`config.mk`:
```
export PLATFORM = sky130hd
export DESIGN_NAME = uart_tx_arbiter
export DESIGN_NICKNAME = d
export VERILOG_FILES = /design/src/rtl/uart_tx_arbiter_pkg.sv /design/src/rtl/uart_tx_arbiter_rr_pick.sv /design/src/rtl/uart_tx_arbiter.sv
export SDC_FILE = /design/constraint.sdc
export NUM_CORES = 1
export LEC_CHECK = 0
export ABC_CLOCK_PERIOD_IN_PS = 5200
export CAP_MARGIN = 30
export CORE_MARGIN = 3
export CORE_UTILIZATION = 31
export CTS_CLUSTER_SIZE = 25
export DETAILED_ROUTE_END_ITERATION = 12
export PLACE_DENSITY = 0.64
export SYNTH_ARGS = -nofsm -noshare
export SYNTH_HDL_FRONTEND = slang
export SYNTH_SLANG_ARGS = --single-unit
```
`constraint.sdc`:
```
create_clock -name clk_i -period 5.2 [get_ports clk_i]
set_input_delay 1.3 -clock clk_i [delete_from_list [all_inputs] [get_ports clk_i]]
set_output_delay 1.3 -clock clk_i [all_outputs]
set_load 0.05 [all_outputs]
```
`src/rtl/uart_tx_arbiter_pkg.sv`:
```
// Shared types and helpers for the uart transmit arbiter.
package uart_tx_arbiter_pkg;

    typedef enum logic [2:0] {
        StIdle,
        StLoad,
        StStart,
        StRetry,
        StWaitDone,
        StHold
    } arb_state_e;

    function automatic int unsigned wrap_inc(input int unsigned idx, input int unsigned n);
        return (idx + 1 >= n) ? 0 : idx + 1;
    endfunction

endpackage

```
`src/rtl/uart_tx_arbiter_rr_pick.sv`:
```
// Round-robin winner select: rotate by ptr, priority-encode, unrotate.
module uart_tx_arbiter_rr_pick #(
    parameter int unsigned N_REQ = 4,
    parameter int unsigned IDX_W = 2
) (
    input  logic [N_REQ-1:0] valid,
    input  logic [IDX_W-1:0] ptr,
    output logic [N_REQ-1:0] onehot,
    output logic [IDX_W-1:0] idx,
    output logic             any
);

    logic [N_REQ-1:0] rotated;
    int unsigned      p;
    int unsigned      enc;
    int unsigned      sum;

    always_comb begin
        p       = 32'(ptr);
        rotated = '0;
        enc     = 0;
        any     = 1'b0;
        for (int i = 0; i < N_REQ; i++) begin
            rotated[i] = valid[(i + p) % N_REQ];
        end
        for (int i = 0; i < N_REQ; i++) begin
            if (rotated[i] && !any) begin
                enc = i;
                any = 1'b1;
            end
        end
        sum = enc + p;
        if (sum >= N_REQ) begin
            sum = sum - N_REQ;
        end
        idx    = IDX_W'(sum);
        onehot = '0;
        for (int k = 0; k < N_REQ; k++) begin
            onehot[k] = any && (idx == IDX_W'(k));
        end
    end

endmodule

```
`src/rtl/uart_tx_arbiter.sv`:
```
// Shares one uart transmitter among N_REQ byte-stream requesters, one locked packet at a time.
module uart_tx_arbiter
    import uart_tx_arbiter_pkg::*;
#(
    parameter int unsigned N_REQ       = 4,
    parameter int unsigned IDX_W       = 2,
    parameter int unsigned ACK_TIMEOUT = 8
) (
    input  logic               clk_i,
    input  logic               rst_i,
    input  logic [N_REQ-1:0]   req_valid_i,
    input  logic [8*N_REQ-1:0] req_data_i,
    input  logic [N_REQ-1:0]   req_last_i,
    output logic [N_REQ-1:0]   req_ready_o,
    output logic [N_REQ-1:0]   grant_o,
    output logic [7:0]         tx_data_o,
    output logic               tx_start_o,
    input  logic               tx_busy_i,
    output logic               active_o,
    output logic               err_timeout_o
);

    localparam int unsigned TMR_W = $clog2(ACK_TIMEOUT + 1);

    arb_state_e       state_q, state_d;
    logic [IDX_W-1:0] ptr_q, ptr_d;
    logic [IDX_W-1:0] owner_q, owner_d;
    logic [N_REQ-1:0] grant_q, grant_d;
    logic             lock_q, lock_d;
    logic             last_q, last_d;
    logic [7:0]       data_q, data_d;
    logic [TMR_W-1:0] timer_q, timer_d;

    logic [N_REQ-1:0] pick_onehot;
    logic [IDX_W-1:0] pick_idx;
    logic             pick_any;
    logic             owner_valid;
    logic             owner_last;
    logic [7:0]       owner_byte;

    uart_tx_arbiter_rr_pick #(
        .N_REQ (N_REQ),
        .IDX_W (IDX_W)
    ) u_rr_pick (
        .valid  (req_valid_i),
        .ptr    (ptr_q),
        .onehot (pick_onehot),
        .idx    (pick_idx),
        .any    (pick_any)
    );

    always_comb begin
        owner_valid = 1'b0;
        owner_last  = 1'b0;
        owner_byte  = '0;
        for (int k = 0; k < N_REQ; k++) begin
            if (owner_q == IDX_W'(k)) begin
                owner_valid = req_valid_i[k];
                owner_last  = req_last_i[k];
                owner_byte  = req_data_i[8*k +: 8];
            end
        end
    end

    always_comb begin
        state_d       = state_q;
        ptr_d         = ptr_q;
        owner_d       = owner_q;
        grant_d       = grant_q;
        lock_d        = lock_q;
        last_d        = last_q;
        data_d        = data_q;
        timer_d       = '0;
        req_ready_o   = '0;
        tx_start_o    = 1'b0;
        err_timeout_o = 1'b0;
        case (state_q)
            StIdle: begin
                // A frame left over from before reset must drain before we start our own.
                if (!lock_q && pick_any && !tx_busy_i) begin
                    owner_d = pick_idx;
                    grant_d = pick_onehot;
                    lock_d  = 1'b1;
                    state_d = StLoad;
                end
            end
            StLoad: begin
                req_ready_o = grant_q;
                data_d      = owner_byte;
                last_d      = owner_last;
                state_d     = StStart;
            end
            StStart: begin
                tx_start_o = 1'b1;
                if (tx_busy_i) begin
                    state_d = StWaitDone;
                end else if (timer_q == TMR_W'(ACK_TIMEOUT - 1)) begin
                    err_timeout_o = 1'b1;
                    state_d       = StRetry;
                end else begin
                    timer_d = timer_q + TMR_W'(1);
                end
            end
            StRetry: state_d = StStart;
            StWaitDone: begin
                if (!tx_busy_i) begin
                    if (last_q) begin
                        grant_d = '0;
                        lock_d  = 1'b0;
                        ptr_d   = IDX_W'(wrap_inc(32'(owner_q), N_REQ));
                        state_d = StIdle;
                    end else if (owner_valid) begin
                        state_d = StLoad;
                    end else begin
                        state_d = StHold;
                    end
                end
            end
            StHold: begin
                if (owner_valid) begin
                    state_d = StLoad;
                end
            end
            default: state_d = StIdle;
        endcase
    end

    always_ff @(posedge clk_i or posedge rst_i) begin
        if (rst_i) begin
            state_q <= StIdle;
            ptr_q   <= '0;
            owner_q <= '0;
            grant_q <= '0;
            lock_q  <= 1'b0;
            last_q  <= 1'b0;
            data_q  <= '0;
            timer_q <= '0;
        end else begin
            state_q <= state_d;
            ptr_q   <= ptr_d;
            owner_q <= owner_d;
            grant_q <= grant_d;
            lock_q  <= lock_d;
            last_q  <= last_d;
            data_q  <= data_d;
            timer_q <= timer_d;
        end
    end

    assign grant_o   = grant_q;
    assign tx_data_o = data_q;
    assign active_o  = (state_q != StIdle);

endmodule

```
==> results of run 1 <==
## worst max-delay path, stage by stage
cell	delay (ns)
clkdlybuf4s50_1	0.47
nand2b_1	0.26
nor2b_1	0.14
clkdlybuf4s50_1	0.80
## cells in the mapped netlist (4+ instances only)
library cell	n
a21oi_1	26
dfrtp_1	25
nor2_1	20
nor3_1	15
nand2_1	13
nor2b_1	11
clkbuf_1	10
a221oi_1	9
and2_1	7
ha_1	6
inv_1	6
o21ai_0	4
## per-layer routing
layer | GRT usage [%] | part of all wire (%)
met3 | 4.65 | 8.1
met4 | 1.03 | 0.30
met2 | 21.5 | 49
met1 | 15.6 | 43
met5 | 0 | 0
## state kept, by name, summed over array words and instances, names as in the netlist
register   count
last_q         1
tx_data_o      8
grant_o        4
lock_q         1
timer_q        4
state_q        3
owner_q        2
ptr_q          2
## cells by family (layout without fill, tap and decap cells)
kind of cell / after synthesis / count (layout)
simple gates: 82 / 82
compound gates: 49 / 49
flops: 25 / 25
buf+inv: 22 / 74
fa+ha+maj: 6 / 6
xor+xnor: 4 / 4
mux: 4 / 4
## cell type report
cell class | count | area, um2 | share of cell area, %
clock buffers | 3 | 41.3 | 1.75
multi-input cells | 145 | 928 | 39.4
flip-flops and latches | 25 | 626 | 26.5
repair buffers | 63 | 646 | 27.4
well taps | 67 | 83.8 | 3.55
clock inverters | 1 | 7.51 | 0.318
inverters | 7 | 26.3 | 1.11
## worst paths after layout
kind | from | end | slack [ns] | cells after the start
max | tx_busy_i | err_timeout_o | 0.93 | 4
min | timer_q[0] | timer_q[0] | 0.50 | 1
max reg2reg | owner_q[1] | tx_data_o[4] | 3.03 | 7
min reg2reg | timer_q[0] | timer_q[0] | 0.50 | 1
max in group asynchronous | rst_i | owner_q[0] | 3.53 | 3
min in group asynchronous | rst_i | state_q[1] | 1.27 | 2
## power groups by stage
stage	registers (mW)	logic, mW	clock network, mW
6_report	0.354	0.829	0.115
4_1_cts	0.355	0.838	0.121
3_3_place_gp	0.357	0.828	0
3_5_place_dp	0.359	0.835	0
5_1_grt	0.368	0.909	0.131
2_1_floorplan	0.464	0.500	0
## through the flow
stage / utilization, % / hold slack (ns) / setup slack (ns)
2_1_floorplan: - / 0.441 / 1.67
3_3_place_gp: 46.2 / 0.466 / 0.964
3_5_place_dp: 46.7 / 0.479 / 0.941
4_1_cts: 47.7 / 0.494 / 0.938
5_1_grt: 47.7 / 0.502 / 0.811
6_report: 47.7 / 0.497 / 0.925
==> impl_metrics.env, run 1 <==
export IMPL_status="completed"
export IMPL_drt_iter0_markers=92
export IMPL_drive_gt1_share_pct=7.38
export IMPL_num_vias=1488
export IMPL_core_um2=4940
export IMPL_slew_viol_final=0
export IMPL_total_power_mw=1.30
export IMPL_synth_largest_area_cell="dfrtp_1"
export IMPL_ir_worst_vdd_uv=235
export IMPL_power_switching_uw=635
export IMPL_synth_top_family_by_area="simple AND/OR/NAND/NOR gates"
export IMPL_nets=294
export IMPL_cts_resized=0
export IMPL_period_share_pct=82.2
export IMPL_cp_end_kind="output port"
export IMPL_synth_adder_area_share_pct=4.52
export IMPL_fp_dieH_um=79.2
export IMPL_stdcell_area_um2=2360
export IMPL_rows=25
export IMPL_dieArea_um2=6270
export IMPL_gp_congestion=0.785
export IMPL_die_w_um=79.2
export IMPL_first_pass_iters=4
export IMPL_final_hold_viol_count=0
export IMPL_dp_cells=307
export IMPL_track_usage_pct=12.5
export IMPL_p_comb_share_pct=63.9
export IMPL_cp_required_ns=3.90
export IMPL_worstPathArrival_ns=2.97
export IMPL_pwr_share_clk_pct=8.8
export IMPL_avgSynthCellArea_um2=8.64
export IMPL_synth_xor_area_share_pct=2.56
export IMPL_cap_violations=0
export IMPL_sequentialPowerShare_pct=27.3
export IMPL_yosys_warnings=0
export IMPL_hold_path_class="flop to flop"
export IMPL_p_int_uw=662
export IMPL_syn_area_um2=1660
export IMPL_muxShareOfSynthArea_pct=2.94
export IMPL_dp_hpwl_um=3050
export IMPL_crit_type="primary input to output port"
export IMPL_holdBufCountCts=0
export IMPL_fillers=509
export IMPL_grt_max_degree=23
export IMPL_synth_cell_types=39
export IMPL_synth_compound_area_share_pct=19.5
export IMPL_synthToLayoutAreaGrowth_pct=42.2
export IMPL_finalCriticalPeriod_ns=4.27
export IMPL_path_clk_slew_ns=0.09
export IMPL_viasPerCell=4.78
export IMPL_ys_ff_latch=25
export IMPL_yosys_area_share_simple_pct=26.1
export IMPL_max_freq_mhz=234
export IMPL_layout_cells_non_filler=311
export IMPL_antenna_left=0
export IMPL_power_leakage_nw=0.961
export IMPL_cts_buffers=3
export IMPL_cts_setup_buffers=0
export IMPL_fin_worst_skew_ns=0.00749
export IMPL_start_kind="primary input"
export IMPL_cts_root_buf="clkbuf_8"
export IMPL_relSlewSlack_pct=49.6
export IMPL_ios=62
export IMPL_fin_tns_setup_ns=0
export IMPL_cts_path_max_buffers=2
export IMPL_async_reset_ff_share_pct=100
export IMPL_clk_latency_ns=0.27
export IMPL_grt_first_pass_wirelength_um=6360
export IMPL_swShare_pct=49.0
export IMPL_cts_tree="yes"
export IMPL_seq_area_frac_synth_pct=37.7
export IMPL_wl_per_cell_um=12.7
export IMPL_grt_overflow=0
export IMPL_drcViolationCount=0
export IMPL_rsz0062_at_grt="no"
export IMPL_synth_main_ff_cell="dfrtp_1"
export IMPL_start_util_pct=33.6
export IMPL_antenna_found_initial=0
export IMPL_layout_common_cells="clkdlybuf4s50_1 (61), a21oi_1 (26), dfrtp_1 (25), nor2_1 (20), nor3_1 (14)"
export IMPL_grt_pass1_vias=1391
export IMPL_worstMarginPinSlew_ns=0.754
export IMPL_synth_area_leaders="dfrtp_1 (38%), a21oi_1 (7.8%), a221oi_1 (4.8%), ha_1 (4.5%), nor2_1 (4.5%)"
export IMPL_synth_top_cell_area_share_pct=37.7
export IMPL_cts_sinks=25
export IMPL_synth_edf_count=0
export IMPL_mostFrequentLayoutCell="clkdlybuf4s50_1"
export IMPL_synth_nets=241
export IMPL_critPathMaxFanout=6
export IMPL_p_per_area_nw_per_um2=550
export IMPL_h_tree_depth=1
export IMPL_synthCells=192
export IMPL_setup_viol=0
export IMPL_place_area_um2=2310
export IMPL_port_buffer_count=61
export IMPL_antennaDiodeCount=0
export IMPL_drt_wl_total_um=3940
(Power assumes the default switching activity.)
==> inputs of run 2 (changes only) <==
ABC_CLOCK_PERIOD_IN_PS = 4350   (was 5200)
clock period = 4.35 ns   (was 5.2 ns; I/O delays follow)
==> impl_metrics.env, run 2 (synthesis gave the netlist of run 1 again) <==
export IMPL_holdBufCountCts=0
export IMPL_dp_hpwl_um=3000
export IMPL_wl_per_cell_um=12.7
export IMPL_cts_path_max_buffers=2
export IMPL_cap_violations=0
export IMPL_p_comb_share_pct=63.8
export IMPL_crit_top_cell="clkdlybuf4s50_1"
export IMPL_dp_slack_ns=0.516
export IMPL_min_from="timer_q[0]"
export IMPL_power_switching_uw=764
export IMPL_grt_overflow=0
export IMPL_p_int_uw=792
export IMPL_hold_path_class="flop to flop"
export IMPL_core_um2=4940
export IMPL_drt_wl_total_um=3940
export IMPL_worstMarginPinSlew_ns=0.765
export IMPL_antenna_left=0
export IMPL_cts_sinks=25
export IMPL_critPathMaxFanout=6
export IMPL_final_util_pct=47.7
export IMPL_gp_congestion=0.804
export IMPL_fin_worst_skew_ns=0.00721
export IMPL_port_buffer_count=61
export IMPL_crit_type="primary input to output port"
export IMPL_rows=25
export IMPL_synthToLayoutAreaGrowth_pct=42.2
export IMPL_ios=62
export IMPL_status="completed"
export IMPL_start_kind="primary input"
export IMPL_swShare_pct=49.1
export IMPL_h_tree_depth=1
export IMPL_rsz0062_at_grt="no"
export IMPL_slowest_stage="clkdlybuf4s50_1"
export IMPL_fp_dieH_um=79.2
export IMPL_nets=294
export IMPL_r2r_start="owner_q[1]"
export IMPL_worstPathArrival_ns=2.75
export IMPL_start_util_pct=33.6
export IMPL_antenna_found_initial=0
export IMPL_cts_tree="yes"
export IMPL_grt_max_degree=26
export IMPL_track_usage_pct=12.8
export IMPL_r2r_cells=7
export IMPL_setup_viol=0
export IMPL_cp_required_ns=3.26
export IMPL_slowest_delay_ns=0.81
export IMPL_path_clk_slew_ns=0.09
export IMPL_cp_end_kind="output port"
export IMPL_drcViolationCount=0
export IMPL_fillers=502
export IMPL_finalCriticalPeriod_ns=3.84
export IMPL_hold_path_endpoint="timer_q[0]"
export IMPL_drive_gt1_share_pct=7.38
export IMPL_p_per_area_nw_per_um2=660
export IMPL_grt_first_pass_wirelength_um=6500
export IMPL_antennaDiodeCount=0
export IMPL_final_hold_viol_count=0
export IMPL_mostFrequentLayoutCell="clkdlybuf4s50_1"
export IMPL_dieArea_um2=6270
export IMPL_cp_num_buf_inv=2
export IMPL_slew_viol_final=0
export IMPL_pwr_share_clk_pct=8.9
export IMPL_power_leakage_nw=0.961
export IMPL_setup_slack_ns=0.511
export IMPL_largest_reg_flops=8
export IMPL_grt_pass1_vias=1414
export IMPL_fin_tns_setup_ns=0
export IMPL_drt_iter0_markers=67
export IMPL_sequentialPowerShare_pct=27.3
export IMPL_ir_worst_vdd_uv=308
export IMPL_die_w_um=79.2
export IMPL_max_freq_mhz=260
export IMPL_cts_root_buf="clkbuf_8"
export IMPL_relSlewSlack_pct=49.0
export IMPL_first_pass_iters=4
export IMPL_cts_resized=0
export IMPL_clk_latency_ns=0.27
export IMPL_hold_path_cell_count=1
export IMPL_timing_rr_end="tx_data_o[4]"
export IMPL_period_share_pct=88.3
export IMPL_cts_setup_buffers=0
export IMPL_viasPerCell=4.81
export IMPL_path_cells="clkdlybuf4s50_1, nand2b_1, nor2b_1, clkdlybuf4s50_1"
export IMPL_r2r_slack_ns=2.18
export IMPL_cts_buffers=3
export IMPL_num_vias=1496
export IMPL_layout_common_cells="clkdlybuf4s50_1 (61), a21oi_1 (26), dfrtp_1 (25), nor2_1 (20), nor3_1 (14)"
export IMPL_crit_family="buffers and inverters"
## run 2: cell counts in the layout (fill, tap and decap cells not counted)
Identical to the previous run, type by type.
## run 2: worst reg2reg max path, stage by stage, from the launching register on
cell	delay, ns
dfrtp_1	0.41
inv_1	0.08
ha_1	0.35
nor2b_1	0.66
a221oi_1	0.18
nor3_1	0.19
a21oi_1	0.06
a21oi_1	0.17
## run 2: metal layers
layer | vias to the layer above | wire (um) | GRT usage (%)
met2 | 38 | 1940 | 22.4
met1 | 680 | 1740 | 16.0
met3 | 2 | 247 | 4.08
li1 | 776 | - | -
met5 | - | 0 | 0
met4 | 0 | 12 | 1.03
## run 2: worst max-delay path by stage
stage / to / slack [ns] / depth (start not counted) / startpoint
4_1_cts: err_timeout_o / 0.51 / 4 / tx_busy_i
2_1_floorplan: err_timeout_o / 1.23 / 5 / state_q[2]
3_3_place_gp: err_timeout_o / 0.54 / 4 / tx_busy_i
5_1_grt: err_timeout_o / 0.38 / 4 / tx_busy_i
6_report: err_timeout_o / 0.51 / 4 / tx_busy_i
3_5_place_dp: err_timeout_o / 0.52 / 4 / tx_busy_i
## run 2: cell type report
| class | count | area, um2 | area share (%) |
|---|---|---|---|
| Multi-Input combinational cell | 145 | 928 | 39.4 |
| Timing Repair Buffer | 63 | 646 | 27.4 |
| Sequential cell | 25 | 626 | 26.5 |
| Tap cell | 67 | 83.8 | 3.55 |
| Clock buffer | 3 | 41.3 | 1.75 |
| Inverter | 7 | 26.3 | 1.11 |
| Clock inverter | 1 | 7.51 | 0.318 |
## run 2: power by group through the flow
stage	Clock (mW)	Sequential (mW)	Combinational [mW]
after global routing	0.154	0.445	1.09
after detailed placement	0	0.429	0.997
after global placement	0	0.427	0.990
after CTS	0.145	0.425	1.00
after floorplan	0	0.555	0.597
final	0.139	0.424	0.993
## run 2: through the flow
step                std cells  cell area (um2)  total power [mW]  hold WS (ns)
floorplan                 192             1660              1.15         0.441
global placement          306             2280              1.42         0.466
detailed placement        306             2280              1.43         0.472
CTS                       310             2330              1.57         0.485
global route              311             2360              1.68         0.521
finish                    311             2360              1.56         0.481
==> patch 1, RTL diff (settings of run 2) <==
Re-encode `arb_state_e` (6 states) as Gray code, 3 bits wide.
--- a/src/rtl/uart_tx_arbiter_pkg.sv
+++ b/src/rtl/uart_tx_arbiter_pkg.sv
@@ -4,8 +4,8 @@
     typedef enum logic [2:0] {
-        StIdle,
-        StLoad,
-        StStart,
-        StRetry,
-        StWaitDone,
-        StHold
+        StIdle     = 3'b000,
+        StLoad     = 3'b001,
+        StStart    = 3'b011,
+        StRetry    = 3'b010,
+        StWaitDone = 3'b110,
+        StHold     = 3'b111
     } arb_state_e;
Check against the original RTL: same outputs for any inputs over 4 cycles, from zero or initial values and one cycle with rst_i high; so few cycles prove little.
==> patch 1 against run 2 <==
Via count grew 6.8%. Sequential share of layout area shrank 0.44 points. Non-clock buffer count is the same. Cell area grew 1.7%. Area after synthesis grew 2.3%. Worst hold slack gained 1.7 ps. Power grew 0.14%. Wire length grew 5.7%. Sequential cell count is the same. Synthesized cell count grew 2.6%. Worst setup slack gained 520 ps. Die area grew 2.2%. Critical path type unchanged. Critical endpoint unchanged. Highest routed layer unchanged.
==> patch 1: results (changes against run 2) <==
stage	metric	value	unit	change
status	status	finished, final reports clean		
placed_design	detailed placement HPWL	3200	µm	+6.6%
synth	Netlist cell types	43		+10%
synth	mux cell area share after synthesis	4.20	%	+1.3 points
cts	number of gates resized after CTS	0		unchanged
grt	first-pass GRT wire length	6930	µm	+6.6%
synth	synth top area cells	dfrtp_1, a21oi_1, nor2_1		
pwr	Switching Power	0.766	mW	+0.17%
grt	vias in the first global route	1440		+1.8%
routing	Vias/cell	5.01		+4.1%
synth	Net Count, Synth	246		+2.1%
critical_path	worst-path maximum fanout	6		unchanged
cts	Root Buffer	clkbuf_8		
synth	Adder-Cell Fraction of Synth Area	4.42	%	-0.10 points
pwr	maximum VDD drop	247	µV	-20%
layout	share of cells above drive strength 1	7.63	%	+0.25 points
critical_path	CP arrival	2230	ps	-520 ps
layout	#MultiIn Comb	150		+3.4%
timing	Worst Tran Pin Value	789	ps	+23.8 ps
layout	num sequential	25		unchanged
layout	Seq/total area	26.1	%	-0.44 points
synth	top cells by count, synth	nor2_1, dfrtp_1, a21oi_1		
grt	largest net degree at the start of global routing	24		-7.7%
layout	clk cell area share	2.03	%	-0.035 points
critical_path	reg2reg start	owner_q[0]		
routing	Top Metal Used	met4		
placed_design	RePlAce Congestion	0.760		-5.5%
layout	fin nets	299		+1.7%
pwr	P_seq	0.439	mW	+4%
layout	multi-input combinational area share	40.3	%	+0.96 points
synth	xor and xnor area share after synthesis	2.51	%	-0.059 points
synth	register area share after synthesis	36.8	%	-0.86 points
pwr	Total Power	1.56	mW	+0.14%
cts	clock-pin slew on the worst setup and hold paths	90	ps	about the same
grt	met3 Use GR	3.61	%	-0.47 points
pwr	Leak	0.966	nW	+0.51%
critical_path	delay of the slowest cell on the worst path	490	ps	-320 ps
grt	M1 GR Usage	18.9	%	+2.9 points
routing	DR iter-0 viols	51		-24%
grt	GRT met2 Usage	21.2	%	-1.2 points
routing	routed length on met3	221	µm	-11%
grt	GRT Total Usage	13.7	%	+0.85 points
layout	fillers	523		+4.2%
timing	Final Skew	2.91	ps	-4.30 ps
synth	compound-gate portion of the synthesized area	21.1	%	+1.5 points
routing	met2 WL	1900	µm	-1.8%
layout	buffering overhead	26.8	%	-0.56 points
## patch 1: stage by stage
| stage | instance area (µm²) | std cells | setup slack, ps | hold slack [ps] |
|---|---|---|---|---|
| 2_1_floorplan | 1700 | 197 | 1280 | 432 |
| 3_3_place_gp | 2310 | 313 | 1070 | 456 |
| 3_5_place_dp | 2350 | 315 | 1020 | 472 |
| 4_1_cts | 2400 | 319 | 1010 | 485 |
| 5_1_grt | 2400 | 319 | 891 | 513 |
| 6_report | 2400 | 319 | 1030 | 483 |
## patch 1: worst paths after layout
kind	endpoint	slack [ps]	depth (start not counted)
worst max-delay path	err_timeout_o	1030	4
min in group asynchronous	tx_data_o[5]	1000	2
worst min register to register	timer_q[0]	480	1
max in group asynchronous	owner_q[1]	2980	3
worst min-delay path	timer_q[0]	480	1
worst max register to register	state_q[2]	2130	7
## patch 1: worst register-to-register path, cell delays in order (launching register included)
cell and delay (ps):
dfrtp_1 430, inv_1 110, ha_1 610, a211oi_1 110, a221oi_1 330, or4_1 180, nand2_1 50, mux2_1 290
==> patch 2, RTL diff (flow settings as in run 2) <==
Without the edit above. `IDX_W` is set to 2 in 2 places; all go to 1.
--- a/src/rtl/uart_tx_arbiter_rr_pick.sv
+++ b/src/rtl/uart_tx_arbiter_rr_pick.sv
@@ -3,3 +3,3 @@
     parameter int unsigned N_REQ = 4,
-    parameter int unsigned IDX_W = 2
+    parameter int unsigned IDX_W = 1
 ) (
--- a/src/rtl/uart_tx_arbiter.sv
+++ b/src/rtl/uart_tx_arbiter.sv
@@ -5,3 +5,3 @@
     parameter int unsigned N_REQ       = 4,
-    parameter int unsigned IDX_W       = 2,
+    parameter int unsigned IDX_W       = 1,
     parameter int unsigned ACK_TIMEOUT = 8
Formal check against the unedited RTL: not equivalent (Yosys sat finds a counterexample within 4 cycles, from zero or initial values and one cycle with rst_i high).
==> patch 2 against run 2 <==
Global-route usage decreased by 0.36 points. Largest power group unchanged. Cell area is 33% lower. Clock power is 32% lower. Via count down 37%. Worst setup slack got worse by 57 ps. Area after synthesis fell by 34%. Power down 32%. Worst hold slack lost 8.4 ps. Utilization fell by 1.2 points. Wire length decreased by 39%. Non-clock buffer count shrank 19. Sequential cell count down 4. Combinational power down 38%.
==> patch 2: results (changes against run 2) <==
stage	metric	value	unit	change
timing	max_slew headroom	45.5	%	-3.5 points
timing	Final Skew	2.85	ps	-4.36 ps
placed_design	PortBufs	43		-30%
critical_path	FF-to-FF End	grant_o[1]		
layout	share of cells above drive strength 1	5.84	%	-1.5 points
routing	drt first pass iters	4		unchanged
timing	Final min period	3900	ps	+57.3 ps
routing	Vias/cell	4.69		-2.5%
cts	clock-pin slew on the worst setup and hold paths	120	ps	+30 ps
critical_path	R2R cell count	4		-3
grt	GRT Total Usage	12.4	%	-0.36 points
cts	Max H-tree Level	1		unchanged
placed_design	dpl ws	451	ps	-64.1 ps
routing	DR WL/cell	12.1	µm	-4.9%
synth	Netlist cell types	32		-18%
critical_path	CP arrival	2810	ps	+60 ps
placed_design	RePlAce Congestion	0.832		+3.6%
critical_path	R2R Setup Slk	2670	ps	+490 ps
routing	Routed WL	2410	µm	-39%
synth	Net Count, Synth	158		-34%
synth	warnings from Yosys	0		unchanged
critical_path	worst setup path end	err_timeout_o		
pwr	maximum VDD drop	344	µV	+12%
cts	setup repair bufs after CTS	0		unchanged
synth	register area share after synthesis	47.7	%	+10 points
grt	largest net degree at the start of global routing	22		-15%
grt	vias in the first global route	920		-35%
layout	fillers	323		-36%
critical_path	reg2reg start	state_q[0]		
synth	synth top area cells	dfrtp_1, mux2i_1, nor2_1		
cts	later-pin clock latency in the skew report	290	ps	+20 ps
synth	Syn Area/Cell	9.66	µm²	+12%
grt	first-pass GRT wire length	4180	µm	-36%
pwr	Leak	0.670	nW	-30%
layout	fin nets	199		-32%
placed_design	detailed placement HPWL	1860	µm	-38%
cts	Root Buffer	clkbuf_4		
routing	DR iter-0 viols	31		-54%
status	status	finished, final reports clean		
patch 2: changes by cell type after synthesis, sizes merged, moves of 8 or more:
| cell | run 2 | this run |
|---|---|---|
| a21oi | 26 | 11 |
| a221oi | 9 | 0 |
| clkbuf | 10 | 2 |
| mux2i | 0 | 11 |
| nand2 | 13 | 3 |
| nor2b | 11 | 1 |
| nor3 | 15 | 3 |
patch 2: critical path: stages:
cell	delay, ps
clkdlybuf4s50_1	530
inv_1	170
nand2_1	100
nor2_1	110
clkdlybuf4s50_1	800
patch 2: per-stage QoR:
stage | cell area, µm² | hold slack (ps)
after floorplan | 1100 | 432
after global placement | 1550 | 453
after detailed placement | 1550 | 464
after CTS | 1580 | 481
after global routing | 1580 | 517
final | 1580 | 472
patch 2: worst min-delay path by stage:
stage | end | slack [ps] | cells past startpoint
3_3_place_gp | timer_q[0] | 450 | 1
5_1_grt | timer_q[0] | 520 | 1
4_1_cts | timer_q[0] | 480 | 1
6_report | timer_q[0] | 470 | 1
3_5_place_dp | timer_q[0] | 460 | 1
2_1_floorplan | timer_q[0] | 430 | 1
patch 2: per-layer routing:
metal / vias up / GRT usage [%] / share of wire, % / wire [µm]
met2: 35 / 20.6 / 45 / 1100
met1: 433 / 16.7 / 48 / 1160
met5: - / 0 / 0 / 0
li1: 468 / - / - / -
met3: 2 / 1.71 / 5.2 / 125
met4: 0 / 3.89 / 1.2 / 30
patch 2: area by class of cell:
class,instances,area (µm²),area share [%]
tap,46,57.6,3.65
multi-input combinational,79,507,32.1
timing repair buffer,44,438,27.8
inverter,6,22.5,1.43
sequential,21,526,33.3
clock buffer,4,26.3,1.67
patch 2: kinds of logic after synthesis:
group           count (synthesis)  share of synthesized area (%)
buf+inv                        14                           6.25
simple gates                   43                           21.4
fa+ha+maj                       1                           1.14
flops                          21                           47.7
xor+xnor                        2                           1.59
compound gates                 22                           11.9
mux                            11                           10.0
patch 2: power breakdown:
part	leakage [nW]	total, mW	switching (mW)	internal, mW
Sequential	0.250	0.350	0.0820	0.268
Combinational	0.405	0.614	0.372	0.242
Clock	0.0150	0.0944	0.0587	0.0356
